--- src/rtl/ccff_loader_pkg.sv ---
// ccff_loader_pkg
//   Shared types and sizing helpers for the configuration-chain loader.
//   - ccff_ld_state_t : loader FSM state encoding
//   - words_per_chain : number of input words needed to fill a chain
//   - WORDS_PER_CHAIN : words per chain for the default 24-bit / 8-bit build
package ccff_loader_pkg;

  typedef enum logic [2:0] {
    LD_IDLE,
    LD_WAIT_WORD,
    LD_SHIFT,
    LD_VERIFY,
    LD_DONE
  } ccff_ld_state_t;

  localparam int unsigned CHAIN_LEN_DEFAULT = 24;
  localparam int unsigned WORD_W_DEFAULT    = 8;

  function automatic int unsigned words_per_chain(input int unsigned chain_len,
                                                  input int unsigned word_w);
    return (chain_len + word_w - 1) / word_w;
  endfunction

  localparam int unsigned WORDS_PER_CHAIN =
    words_per_chain(CHAIN_LEN_DEFAULT, WORD_W_DEFAULT);

endpackage

--- src/rtl/ccff_word_serializer.sv ---
// ccff_word_serializer
//   Holds one configuration word and presents it LSB first.
//   Ports:
//     clk, rst      : clock, synchronous active-high reset
//     load          : capture word_data, restart the in-word index at 0
//     shift         : advance to the next bit of the word
//     word_data     : word to serialize
//     bit_out       : current bit (sreg[0])
//     word_last     : current bit is the last bit of the word
module ccff_word_serializer
  import ccff_loader_pkg::*;
#(
  parameter int unsigned WORD_W = 8
) (
  input  logic              clk,
  input  logic              rst,
  input  logic              load,
  input  logic              shift,
  input  logic [WORD_W-1:0] word_data,
  output logic              bit_out,
  output logic              word_last
);

  localparam int unsigned IDX_W = (WORD_W > 1) ? $clog2(WORD_W) : 1;
  localparam logic [IDX_W-1:0] LAST_IDX = IDX_W'(WORD_W - 1);

  logic [WORD_W-1:0] sreg;
  logic [IDX_W-1:0]  idx;

  always_ff @(posedge clk) begin
    if (rst) begin
      sreg <= '0;
      idx  <= '0;
    end else if (load) begin
      sreg <= word_data;
      idx  <= '0;
    end else if (shift) begin
      sreg <= sreg >> 1;
      idx  <= idx + 1'b1;
    end
  end

  assign bit_out   = sreg[0];
  assign word_last = (idx == LAST_IDX);

endmodule

--- src/rtl/ccff_chain_loader.sv ---
// ccff_chain_loader
//   Serializes configuration words onto a CHAIN_LEN-bit configuration chain,
//   optionally followed by a recirculating verify pass that compares the
//   ones-count read back from the tail with the ones-count loaded.
//   Ports:
//     prog_clk, pReset         : clock, synchronous active-high reset
//     start, verify            : begin a load (IDLE only); request verify pass
//     word_data/valid/ready    : word input handshake, bit 0 shifted first
//     ccff_head, ccff_tail     : serial data to chain head / from chain tail
//     chain_shift_en           : chain advances on the next prog_clk edge
//     busy, done, error        : status; error held until the next start
//     bit_count                : bits shifted in the current pass
module ccff_chain_loader
  import ccff_loader_pkg::*;
#(
  parameter int unsigned CHAIN_LEN = 24,
  parameter int unsigned WORD_W    = 8,
  parameter int unsigned CNT_W     = $clog2(CHAIN_LEN + 1)
) (
  input  logic              prog_clk,
  input  logic              pReset,
  input  logic              start,
  input  logic              verify,
  input  logic [WORD_W-1:0] word_data,
  input  logic              word_valid,
  output logic              word_ready,
  output logic              ccff_head,
  output logic              chain_shift_en,
  input  logic              ccff_tail,
  output logic              busy,
  output logic              done,
  output logic              error,
  output logic [CNT_W-1:0]  bit_count
);

  localparam logic [CNT_W-1:0] LAST_CNT = CNT_W'(CHAIN_LEN - 1);

  ccff_ld_state_t   state, state_nxt;
  logic             verify_q;
  logic             error_q;
  logic [CNT_W-1:0] bit_cnt_q;
  logic [CNT_W-1:0] ones_load;
  logic [CNT_W-1:0] ones_rb;

  logic ser_load, ser_shift, ser_bit, ser_last;
  logic last_bit;

  ccff_word_serializer #(
    .WORD_W (WORD_W)
  ) u_ser (
    .clk       (prog_clk),
    .rst       (pReset),
    .load      (ser_load),
    .shift     (ser_shift),
    .word_data (word_data),
    .bit_out   (ser_bit),
    .word_last (ser_last)
  );

  // Chain length, not word boundary, ends the load: this truncates a partial
  // final word without needing a per-word bit budget.
  assign last_bit = (bit_cnt_q == LAST_CNT);

  always_comb begin
    state_nxt      = state;
    word_ready     = 1'b0;
    chain_shift_en = 1'b0;
    ccff_head      = 1'b0;
    ser_load       = 1'b0;
    ser_shift      = 1'b0;
    case (state)
      LD_IDLE: begin
        if (start) state_nxt = LD_WAIT_WORD;
      end
      LD_WAIT_WORD: begin
        word_ready = 1'b1;
        if (word_valid) begin
          ser_load  = 1'b1;
          state_nxt = LD_SHIFT;
        end
      end
      LD_SHIFT: begin
        chain_shift_en = 1'b1;
        ccff_head      = ser_bit;
        ser_shift      = 1'b1;
        if (last_bit)      state_nxt = verify_q ? LD_VERIFY : LD_DONE;
        else if (ser_last) state_nxt = LD_WAIT_WORD;
      end
      LD_VERIFY: begin
        chain_shift_en = 1'b1;
        ccff_head      = ccff_tail;
        if (last_bit) state_nxt = LD_DONE;
      end
      LD_DONE: begin
        state_nxt = LD_IDLE;
      end
      default: state_nxt = LD_IDLE;
    endcase
  end

  always_ff @(posedge prog_clk) begin
    if (pReset) begin
      state     <= LD_IDLE;
      verify_q  <= 1'b0;
      error_q   <= 1'b0;
      bit_cnt_q <= '0;
      ones_load <= '0;
      ones_rb   <= '0;
    end else begin
      state <= state_nxt;
      case (state)
        LD_IDLE: begin
          if (start) begin
            verify_q  <= verify;
            error_q   <= 1'b0;
            bit_cnt_q <= '0;
            ones_load <= '0;
            ones_rb   <= '0;
          end
        end
        LD_SHIFT: begin
          ones_load <= ones_load + CNT_W'(ser_bit);
          // bit_count restarts for the verify pass; without verify it keeps
          // the final load count.
          if (last_bit && verify_q) bit_cnt_q <= '0;
          else                      bit_cnt_q <= bit_cnt_q + 1'b1;
        end
        LD_VERIFY: begin
          ones_rb   <= ones_rb + CNT_W'(ccff_tail);
          bit_cnt_q <= bit_cnt_q + 1'b1;
          // Include this cycle's tail bit so error is ready in DONE.
          if (last_bit) error_q <= ((ones_rb + CNT_W'(ccff_tail)) != ones_load);
        end
        default: ;
      endcase
    end
  end

  assign busy      = (state != LD_IDLE);
  assign done      = (state == LD_DONE);
  assign error     = error_q;
  assign bit_count = bit_cnt_q;

endmodule

--- config.mk ---
export PLATFORM = sky130hd
export DESIGN_NAME = ccff_chain_loader
export DESIGN_NICKNAME = d
export VERILOG_FILES = /design/src/rtl/ccff_loader_pkg.sv /design/src/rtl/ccff_word_serializer.sv /design/src/rtl/ccff_chain_loader.sv
export SDC_FILE = /design/constraint.sdc
export NUM_CORES = 1
export LEC_CHECK = 0
export ABC_AREA = 1
export ABC_CLOCK_PERIOD_IN_PS = 3580
export BUFFER_PORTS_ARGS = -buffer_cell sky130_fd_sc_hd__buf_4
export CAP_MARGIN = 30
export CORE_MARGIN = 2
export CORE_UTILIZATION = 50
export DETAILED_ROUTE_END_ITERATION = 10
export PLACE_DENSITY = 0.72
export SLEW_MARGIN = 25
export SYNTH_ARGS = -nofsm -noshare
export SYNTH_HDL_FRONTEND = slang
export SYNTH_SLANG_ARGS = --single-unit
--- constraint.sdc ---
create_clock -name prog_clk -period 3.58 [get_ports prog_clk]
set_input_delay 0.179 -clock prog_clk [delete_from_list [all_inputs] [get_ports prog_clk]]
set_output_delay 0.179 -clock prog_clk [all_outputs]
set_load 0.005 [all_outputs]
* After elaboration in Yosys (flattened, before gate mapping)
Index checks and enable logic that the tools add are counted.
W data, S select, Z words.
** Cells by class
- Add/sub/neg operators :: 4
- Multipliers :: 0
- Divide/modulo/power cells :: 0
- Magnitude comparators :: 0
- Eq/ne operators :: 11
- Shifts and indexed selects :: 0
- Muxes and demuxes :: 23
- Bitwise operators :: 0
- Reduce and logical (&&, ||, !) cells :: 15
** Operators by type and width (count)
- $pmux W5 S2 :: 2
- $mux W3 :: 6
- $mux W8 :: 2
- $pmux W5 S3 :: 1
- $pmux W3 S4 :: 1
- $add A5 B1 Y5 :: 2
- $mux W5 :: 2
- $reduce_and A2 Y1 :: 4
- $mux W1 :: 7
- $eq A3 B2 Y1 const B :: 2
- $eq A3 B3 Y1 const B :: 2
- $ne A2 B2 Y1 const B :: 3
- $reduce_bool A2 Y1 :: 3
- $reduce_bool A3 Y1 :: 2
- $add A5 B1 Y5 const B :: 1
- $eq A5 B5 Y1 const B :: 1
- $ne A5 B5 Y1 :: 1
- $pmux W1 S2 :: 2
- $reduce_and A4 Y1 :: 1
- $reduce_or A2 Y1 :: 2
- $add A3 B1 Y3 const B :: 1
- $eq A3 B1 Y1 const B :: 1
- $logic_not A3 Y1 :: 1
- $ne A3 B3 Y1 const B :: 1
- other kinds (2) :: 2
** Word-level totals
- Register bits after elaboration :: 31
- Bits in latches :: 0
- RAM bits :: 0
- Memory bits (read-only) :: 0
- Input bits :: 14
- Output and inout port bits :: 11
- Logic and storage cells :: 61
- Memories :: 0

* Logic depth before layout (Yosys ltp)
Gate-level depths: netlist of the first run.
- Depth in word-level cells :: 4
- Depth in mapped cells :: 12

* Hierarchy
Synthesis of the first run repeated with hierarchy kept, for this count alone.
** Unflattened totals
- Cells, all modules :: 256
- Area, all modules :: 1749.2 um^2
** Modules (own cells, without submodules)
- ccff_chain_loader :: times used 1, cells an instance 179, area an instance 1217.4 um^2, sequential area each 400.4 um^2
- ccff_word_serializer :: times used 1, cells an instance 77, area an instance 531.8 um^2, sequential area each 220.2 um^2

* Worst setup path before layout of the first run
OpenSTA, ideal clock, no wires.
- Path type :: register to register
- Start point :: register ones_rb[0]
- End point :: register error_q, in the netlist error
- Setup time :: 134 ps
- Arrival :: 1294 ps
- Slack :: 2152 ps
- Stages on the path, launching flop included :: 12
- Clock period less this slack :: 1428 ps
- Cells stage by stage :: dfxtp_1 ha_1 ha_1 inv_1 nand2_1 nand2_1 nor2_1 nand3_1 nor2_1 nand3_1 nand2_1 a21oi_1
** On the way
- Word-level cells in the longest chain between the ends :: 4
** RTL lines
- start: declaration :: line ccff_chain_loader.sv:43 : logic [CNT_W-1:0] ones_rb;
- start signal: assignment :: line ccff_chain_loader.sv:129 : ones_rb <= ones_rb + CNT_W'(ccff_tail);
- $add A5 B1 Y5 :: line ccff_chain_loader.sv:132 : if (last_bit) error_q <= ((ones_rb + CNT_W'(ccff_tail)) != ones_load);
- $ne A5 B5 Y1 :: line ccff_chain_loader.sv:132
- $mux W1 :: line ccff_chain_loader.sv:132
- $pmux W1 S2 :: line ccff_chain_loader.sv:111 : case (state)
- end signal: assignment :: line ccff_chain_loader.sv:132
- end: declaration :: line ccff_chain_loader.sv:40 : logic error_q;
Every way passes these cells. The select of a mux whose other input is x is not followed.
A chain may end at the register's enable or synchronous reset.

* Worst setup path after layout of the first run
- Start point :: register state[1]
- End point :: output port ccff_head
** On the way
- Word-level cells in the longest chain between the ends :: 2
- Elaborated cells on any way between the ends :: 3
- Classes of those cells :: eq/ne: 2; mux: 1
** RTL lines
- start: declaration :: line ccff_chain_loader.sv:38 : ccff_ld_state_t state, state_nxt;
- start signal: assignment :: line ccff_chain_loader.sv:110 : state <= state_nxt;
- $eq A3 B2 Y1 :: line ccff_chain_loader.sv:71 : case (state)
- $pmux W1 S2 (*) :: line ccff_chain_loader.sv:71
- end: declaration :: line ccff_chain_loader.sv:27 : output logic ccff_head,
Mark *: on every way between the ends. The rest lies on a longest branch, timed or not.

==> results.yml, run 1 <==
global_route:
  track_usage: 0.194
  grt_max_degree: 24
  grt_pass1_vias: 1276
  grt_pass1_wl_mm: 5.44
  gr-total-overflow: 0
  grt_antenna_before_repair: 0
sta:
  setup_viol: 0
  finalCritPeriodShare: 0.528
  grt_setup_unrepaired: "no"
  slew_headroom: 0.561
  hold_violations: 0
  skew_ns: 0.0108
  setup-tns-final_ns: 0
  period_needed_ns: 1.89
  tightest_slew_ns: 0.657
  fmax_mhz: 530
  report.final.slew_viol_count: 0
status:
  outcome: "completed"
routing:
  ant_nets: 0
  avgRoutedWirePerCell_um: 10.1
  drc: 0
  routed-via-count: 1543
  first_pass_iters: 4
  first_iter_violations: 53
  finalWirelength_mm: 3.21
  viasPerCell: 4.87
synthesis:
  syn-mean-instance-area_um2: 6.75
  yosys.area.top_type: "dfxtp_1"
  ys_seq_elements: 31
  syn_nets: 265
  synth.top_cell.area_share: 0.377
  synth-edff-count: 0
  synthArstFlopShare: 0
  netlist-cell-type-count: 26
  synthFlopType: "dfxtp_1"
  yosys_warnings: 0
  syn_inst: 244
  ys_seq_area_frac: 0.377
  synthTopCellsByArea: "dfxtp_1 (38%), nand2_1 (19%), inv_1 (6.4%)"
  syn_area_um2: 1650
clock_tree:
  clk_pin_slew_ns: 0.11
  clockRootBuffer: "clkbuf_4"
  cts_buffers: 5
  htree_num_levels: 2
  cts_resized: 0
  post_cts_buffers: 0
  clockBufferDepth: 2
  cts_sinks: 31
  clkLatencyLatePin_ns: 0.34
  cts_tree: "yes"
  holdBufCountCts: 0
critical_path:
  slowest_stage: "nor2_2"
  cp.depth: 4
  reg2reg_slack_ns: 1.96
  crit_type: "reg2out"
  reg2regPathDepth: 4
  cp_num_buf_inv: 1
  crit_path_start: "state[1]"
  r2r-end: "ones_load[2]"
  end_kind: "output port"
  start_kind: "flop"
  critPathTopFamily: "simple AND/OR/NAND/NOR gates"
  r2r_start: "state[1]"
  crit_path_end: "ccff_head"
  cp.required_ns: 3.40
  crit_path_max_incr_delay_ns: 0.52
  worstPathArrival_ns: 1.71
  cp_max_fo: 16
  path_cells: "nand2_2 > nor2_2 > a22o_1 > buf_4"
floorplan:
  die_h_um: 61.4
  die_x_um: 61.4
  core.rowCount: 20
  die_area_um2: 3770
  initial_core_util: 0.531
  io_pins: 25
  core_area_um2: 3100
placed_design:
  dpl.cell_count: 309
  gp_congestion: 0.775
  placed_area_um2: 1870
  hpwlAfterDp_mm: 2.31
  io_buffer_count: 24
layout:
  layout.cells.non_filler: 317
  fin_nets: 293
  fin_area_um2: 1920
  final_util: 0.620
  insertedDiodeCount: 0
  fillers: 311
  final_layout_size_suffix_gt1_frac: 0.198
  area_growth_pct: 16.8
pwr:
  ir_drop_v: 0.000273
  p_leak_uw: 0.000857
  powerDensity_nw_per_um2: 550
worst_hold_path:
  hold_class: "in2reg"
job:
  cap_violations: 0
cell type report:
cell class / count / area [µm²] / share of cell area
repair buffers: 24 / 180 / 0.0936
well taps: 44 / 55.1 / 0.0286
clock inverters: 2 / 12.5 / 0.00650
clock buffers: 6 / 41.3 / 0.0215
flip-flops and latches: 31 / 621 / 0.322
multi-input cells: 174 / 877 / 0.456
inverters: 36 / 138 / 0.0715
layout by cell type, fill, tap and decap left out, drive strengths merged:
cell,Yosys,layout
o31ai,1,1
ha,7,7
inv,36,36
nor3,2,2
buf,1,24
dfxtp,31,31
xor2,2,2
nand4,5,5
or2,1,1
clkinv,0,1
clkbuf,2,6
nor2,13,13
a22o,1,1
a221oi,1,1
a21oi,21,21
o21ai,9,9
a31oi,7,7
nand3,12,12
clkinvlp,0,1
nand2,92,92
Yosys cell counts, drive strengths merged (5+ instances only):
| master | number |
|---|---|
| nand3 | 12 |
| inv | 36 |
| nand4 | 5 |
| a21oi | 21 |
| nor2 | 13 |
| o21ai | 9 |
| dfxtp | 31 |
| nand2 | 92 |
| ha | 7 |
| a31oi | 7 |
report_power, final:
part / total, µW / internal (µW) / switching [µW]
registers: 421 / 386 / 35.3
clock network: 202 / 75.7 / 127
logic: 435 / 153 / 282
tightest hold or removal path, delay by kind of cell:
kind	cells	cell delay [ns]
buf+inv	1	0.10
compound gates	1	0.06
simple gates	1	0.05
registers in the layout, summed over array words and instances, names as in the netlist:
register	flops
u_ser.sreg	8
bit_count	5
ones_load	5
ones_rb	5
state	3
u_ser.idx	3
error	1
verify_q	1
metal layers:
| metal | GRT usage | vias to the layer above | wire length, µm |
|---|---|---|---|
| li1 | - | 837 | - |
| met1 | 0.257 | 675 | 1650 |
| met2 | 0.296 | 24 | 1380 |
| met3 | 0.0693 | 7 | 129 |
| met4 | 0.0638 | 0 | 46 |
| met5 | 0 | - | 0 |
metrics by stage:
stage | hold WS [ns] | total power (µW) | worst slack, ns
after detailed placement | 0.446 | 865 | 2.00
after CTS | 0.0829 | 1060 | 1.69
final | 0.0863 | 1060 | 1.69
after global placement | 0.445 | 865 | 2.04
after global routing | 0.0830 | 1140 | 1.57
after floorplan | 0.245 | 742 | 2.15
logic make-up after synthesis:
logic type      synth area share
simple gates               0.327
compound gates             0.141
buf+inv                   0.0911
flops                      0.377
fa+ha+maj                 0.0531
xor+xnor                  0.0106
worst min-delay path by stage:
stage                       from            end  slack, ns  cells past startpoint
finish              word_data[7]  u_ser.sreg[7]       0.09                      3
CTS                 word_data[7]  u_ser.sreg[7]       0.08                      3
global placement    word_data[7]  u_ser.sreg[7]       0.45                      3
detailed placement  word_data[7]  u_ser.sreg[7]       0.45                      3
global route        word_data[7]  u_ser.sreg[7]       0.08                      3
floorplan                 pReset   ones_load[2]       0.25                      1
(Power assumes the default switching activity.)
==> run 2: changes to the inputs <==
ABC_CLOCK_PERIOD_IN_PS = 1600   (was 3580)
PLACE_DENSITY = 0.75   (was 0.72)
clock period = 1.6 ns   (was 3.58 ns; I/O delays follow)
==> run 2 against run 1 <==
Clock-buffer cell count stayed put; critical path depth unchanged; global-route usage rose by 0.060 points; utilization grew 3.5 points; combinational power up 130%; critical path type unchanged; critical endpoint unchanged; largest cell class unchanged.
==> results.yml, run 2 (same netlist as run 1, synthesis figures left out) <==
status:
  outcome: "completed"
floorplan:
  core_area_um2: 3100
  initial_core_util: 0.531
  die_x_um: 61.4
  core.rowCount: 20
  io_pins: 25
  die_h_um: 61.4
  die_area_um2: 3770
critical_path:
  slowest_stage: "dfxtp_1"
  cp.required_ns: 1.52
  cp_max_fo: 8
  end_kind: "output port"
  worstPathArrival_ns: 1.43
  crit_path_max_incr_delay_ns: 0.48
  crit_type: "reg2out"
  path_common_cell: "buf_4"
  path_cells: "nor2_2 > buf_4 > a22o_1 > buf_4"
  start_kind: "flop"
  cp_num_buf_inv: 2
  reg2reg_slack_ns: 0.11
  critPathTopFamily: "flip-flops"
layout:
  final_layout_size_suffix_gt1_frac: 0.238
  largest_reg_flops: 8
  layout.cells.non_filler: 321
  fin_nets: 297
  insertedDiodeCount: 0
  fin_area_um2: 2030
  area_growth_pct: 23.3
  final_cell_mix: "nand2_1 (84), inv_1 (27), dfxtp_1 (27), buf_4 (27), a21oi_1 (20)"
  final_util: 0.655
  final_common_cell: "nand2_1"
  regMostFlops: "u_ser.sreg"
clock_tree:
  htree_num_levels: 2
  clk_pin_slew_ns: 0.10
  cts_buffers: 5
  clockBufferDepth: 2
  clkLatencyLatePin_ns: 0.33
  clockRootBuffer: "clkbuf_4"
  cts_tree: "yes"
  cts_sinks: 31
routing:
  avgRoutedWirePerCell_um: 10.6
  drc: 0
  viasPerCell: 4.92
  first_pass_iters: 4
  routed-via-count: 1578
  first_iter_violations: 72
  ant_nets: 0
  finalWirelength_mm: 3.40
global_route:
  track_usage: 0.195
  grt_pass1_vias: 1313
  grt_max_degree: 24
  grt_antenna_before_repair: 0
  grt_pass1_wl_mm: 5.47
  gr-total-overflow: 0
pwr:
  p_leak_uw: 0.000896
  powerDensity_nw_per_um2: 1340
  ir_drop_v: 0.000638
sta:
  report.final.slew_viol_count: 0
  slew_headroom: 0.820
  tightest_slew_ns: 0.270
  hold_violations: 0
  skew_ns: 0.0151
  period_needed_ns: 1.51
  finalCritPeriodShare: 0.945
  setup_viol: 0
  worst_slack_ns: 0.0883
  grt_setup_unrepaired: "yes"
  fmax_mhz: 661
placed_design:
  dpl.cell_count: 311
  hpwlAfterDp_mm: 2.47
  post-place-ws_ns: 0.106
  io_buffer_count: 24
  gp_congestion: 0.790
  placed_area_um2: 1890
worst_hold_path:
  hold_class: "in2reg"
job:
  cap_violations: 0
[run 2: metal layers]
| layer | part of all wire | vias to the layer above | wire length, µm | global-route usage |
|---|---|---|---|---|
| li1 | - | 846 | - | - |
| met5 | 0 | - | 0 | 0 |
| met1 | 0.49 | 704 | 1660 | 0.246 |
| met3 | 0.035 | 2 | 120 | 0.0588 |
| met2 | 0.47 | 26 | 1610 | 0.319 |
| met4 | 0.0044 | 0 | 15 | 0.0638 |
[run 2: path summary, 6_finish.rpt]
check                   to         start  depth (start not counted)
max              ccff_head      state[0]                          4
min          u_ser.sreg[3]  word_data[3]                          3
max reg2reg          error    ones_rb[0]                         11
min reg2reg   bit_count[0]  bit_count[0]                          1
[run 2: area by class of cell]
class	count	area (µm²)
multi-input cells	174	897
well taps	44	55.1
repair buffers	28	213
fillers	325	1070
flip-flops and latches	31	628
clock buffers	6	41.3
inverters	36	138
clock inverters	2	60.1
[run 2: tightest hold or removal path, cell delays in order]
cell,delay [ns]
buf_4,0.11
nand2_1,0.05
a31oi_1,0.07
[run 2: through the flow]
stage / TNS [ns] / hold slack, ns / power [µW]
floorplan: 0 / 0.146 / 1660
global placement: 0 / 0.351 / 1950
detailed placement: 0 / 0.353 / 1960
CTS: 0 / 0.0152 / 2730
global route: -0.0259 / 0.00279 / 2920
finish: 0 / 0.0272 / 2730
[run 2: power breakdown]
group | switching [µW] | internal, µW
clock network | 272 | 488
logic | 639 | 376
registers | 85.6 | 871
[run 2: what timing repair did]
item                                    in CTS  in global routing
endpoints found under the hold margin        1                  0
buffers inserted                             0                  1
gates resized for setup                      1                 10
hold buffers                                 1                  0
endpoints found under the setup margin       1                  8
==> run 3: changes to the inputs <==
CORE_ASPECT_RATIO = 1.75   (was not set)
==> run 3 against run 2 <==
Clock power is 12% lower; cell area is 1.4% higher; final cell count unchanged; worst hold slack improved by 0.038 ns; first-iteration DRC count shrank 49%; die area is 0.49% higher; sequential power hardly changed; register-to-register slack barely moved; fmax rose by 1.3%; power fell by 2.4%; clock skew is 0.010 ns lower.
==> results.yml, run 3 (same netlist as run 1, synthesis figures left out) <==
status:
  outcome: "completed"
floorplan:
  core_area_um2: 3140
  initial_core_util: 0.524
  core.rowCount: 27
  die_x_um: 47.4
  io_pins: 25
  die_area_um2: 3790
  die_h_um: 79.9
clock_tree:
  cts_buffers: 5
  holdBufCountCts: 0
  clockBufferDepth: 2
  clockRootBuffer: "clkbuf_8"
  cts_sinks: 31
  htree_num_levels: 2
  clkLatencyLatePin_ns: 0.28
  cts_tree: "yes"
  clk_pin_slew_ns: 0.06
global_route:
  met3_usage: 0.0475
  track_usage: 0.219
  grt_max_degree: 24
  use_met2: 0.396
  busiest_layer: "met2"
  grt_antenna_before_repair: 0
  grt_pass1_vias: 1509
  grt_pass1_wl_mm: 6.11
  gr-usage-met1: 0.227
  gr-total-overflow: 0
layout:
  seqCellArea_um2: 626
  final_layout_size_suffix_gt1_frac: 0.263
  area_growth_pct: 25.1
  final_common_cell: "nand2_1"
  fin_nets: 298
  insertedDiodeCount: 0
  final_util: 0.656
  fillers: 302
  layout.cells.non_filler: 321
  regMostFlops: "u_ser.sreg"
  final_cell_mix: "nand2_1 (84), buf_4 (29), dfxtp_1 (27)"
  multi_input_area_um2: 926
  largest_reg_flops: 8
routing:
  ant_nets: 0
  viasPerCell: 5.12
  first_iter_violations: 37
  finalWirelength_mm: 3.64
  avgRoutedWirePerCell_um: 11.3
  drc: 0
  routed-via-count: 1642
  first_pass_iters: 4
sta:
  setup_viol: 0
  skew_ns: 0.00483
  setup-tns-final_ns: 0
  timing.hold.ws_ns: 0.0651
  report.final.slew_viol_count: 0
  fmax_mhz: 670
  grt_setup_unrepaired: "yes"
  slew_headroom: 0.801
  hold_violations: 0
  finalCritPeriodShare: 0.933
  period_needed_ns: 1.49
  tightest_slew_ns: 0.299
critical_path:
  r2r_start: "ones_rb[0]"
  cp.required_ns: 1.52
  reg2reg_slack_ns: 0.11
  r2r-end: "error"
  cp_max_fo: 6
  crit_type: "reg2out"
  end_kind: "output port"
  start_kind: "flop"
  worstPathArrival_ns: 1.41
  reg2regPathDepth: 11
worst_hold_path:
  min-delay-start: "word_data[7]"
  holdPathStages: 3
  hold_class: "in2reg"
  min_to: "u_ser.sreg[7]"
placed_design:
  gp_congestion: 0.817
  dpl.cell_count: 309
  hpwlAfterDp_mm: 2.65
  io_buffer_count: 24
pwr:
  powerDensity_nw_per_um2: 1290
  ir_drop_v: 0.00109
  p_leak_uw: 0.000899
job:
  cap_violations: 0
[run 3: cell count changes in the layout (fill, tap and decap cells not counted), sizes merged]
cell / change
clkbuf: +2
buf: +2
bufinv: -2
dlygate4sd3: -1
[run 3: cell type report]
type	instances	share of cell area
clock buffer	8	0.0486
multi-input combinational	174	0.449
timing repair buffer	29	0.106
tap	43	0.0261
inverter	36	0.0668
sequential	31	0.304
[run 3: worst max path at each step]
| stage | depth (start not counted) | from | end |
|---|---|---|---|
| 2_1_floorplan | 11 | ones_rb[0] | error |
| 3_3_place_gp | 11 | ones_rb[0] | error |
| 3_5_place_dp | 11 | ones_rb[0] | error |
| 4_1_cts | 7 | state[2] | ccff_head |
| 5_1_grt | 11 | ones_rb[0] | error |
| 6_report | 7 | state[2] | ccff_head |
[run 3: per-stage QoR]
step / area (µm²) / setup slack (ns) / total power (µW)
after CTS: 1980 / 0.00650 / 2650
after floorplan: 1650 / 0.172 / 1660
after detailed placement: 1880 / 0.0599 / 1960
after global routing: 2060 / -0.0354 / 2860
final: 2060 / 0.108 / 2670
after global placement: 1880 / 0.103 / 1950
[run 3: routing by layer]
layer | part of all wire | vias up
met5 | 0 | -
met2 | 0.56 | 16
met1 | 0.39 | 769
met3 | 0.027 | 7
met4 | 0.018 | 0
li1 | - | 850
[run 3: timing repair]
item / in CTS / in global routing
setup buffers: 0 / 4
resized for setup: 0 / 17
hold endpoints to repair: 0 / 0
setup endpoints to repair: 0 / 8
[run 3: power breakdown]
part           internal, µW  total (µW)  switching, µW
logic                   380        1040            657
registers               869         960           90.9
clock network           392         670            278
[run 3: critical path, stage by stage (launching register included)]
cell     delay (ns)
dfxtp_2        0.35
inv_2          0.04
nand2_2        0.11
inv_2          0.08
nand2_1        0.13
inv_2          0.09
a22o_1         0.19
buf_4          0.13
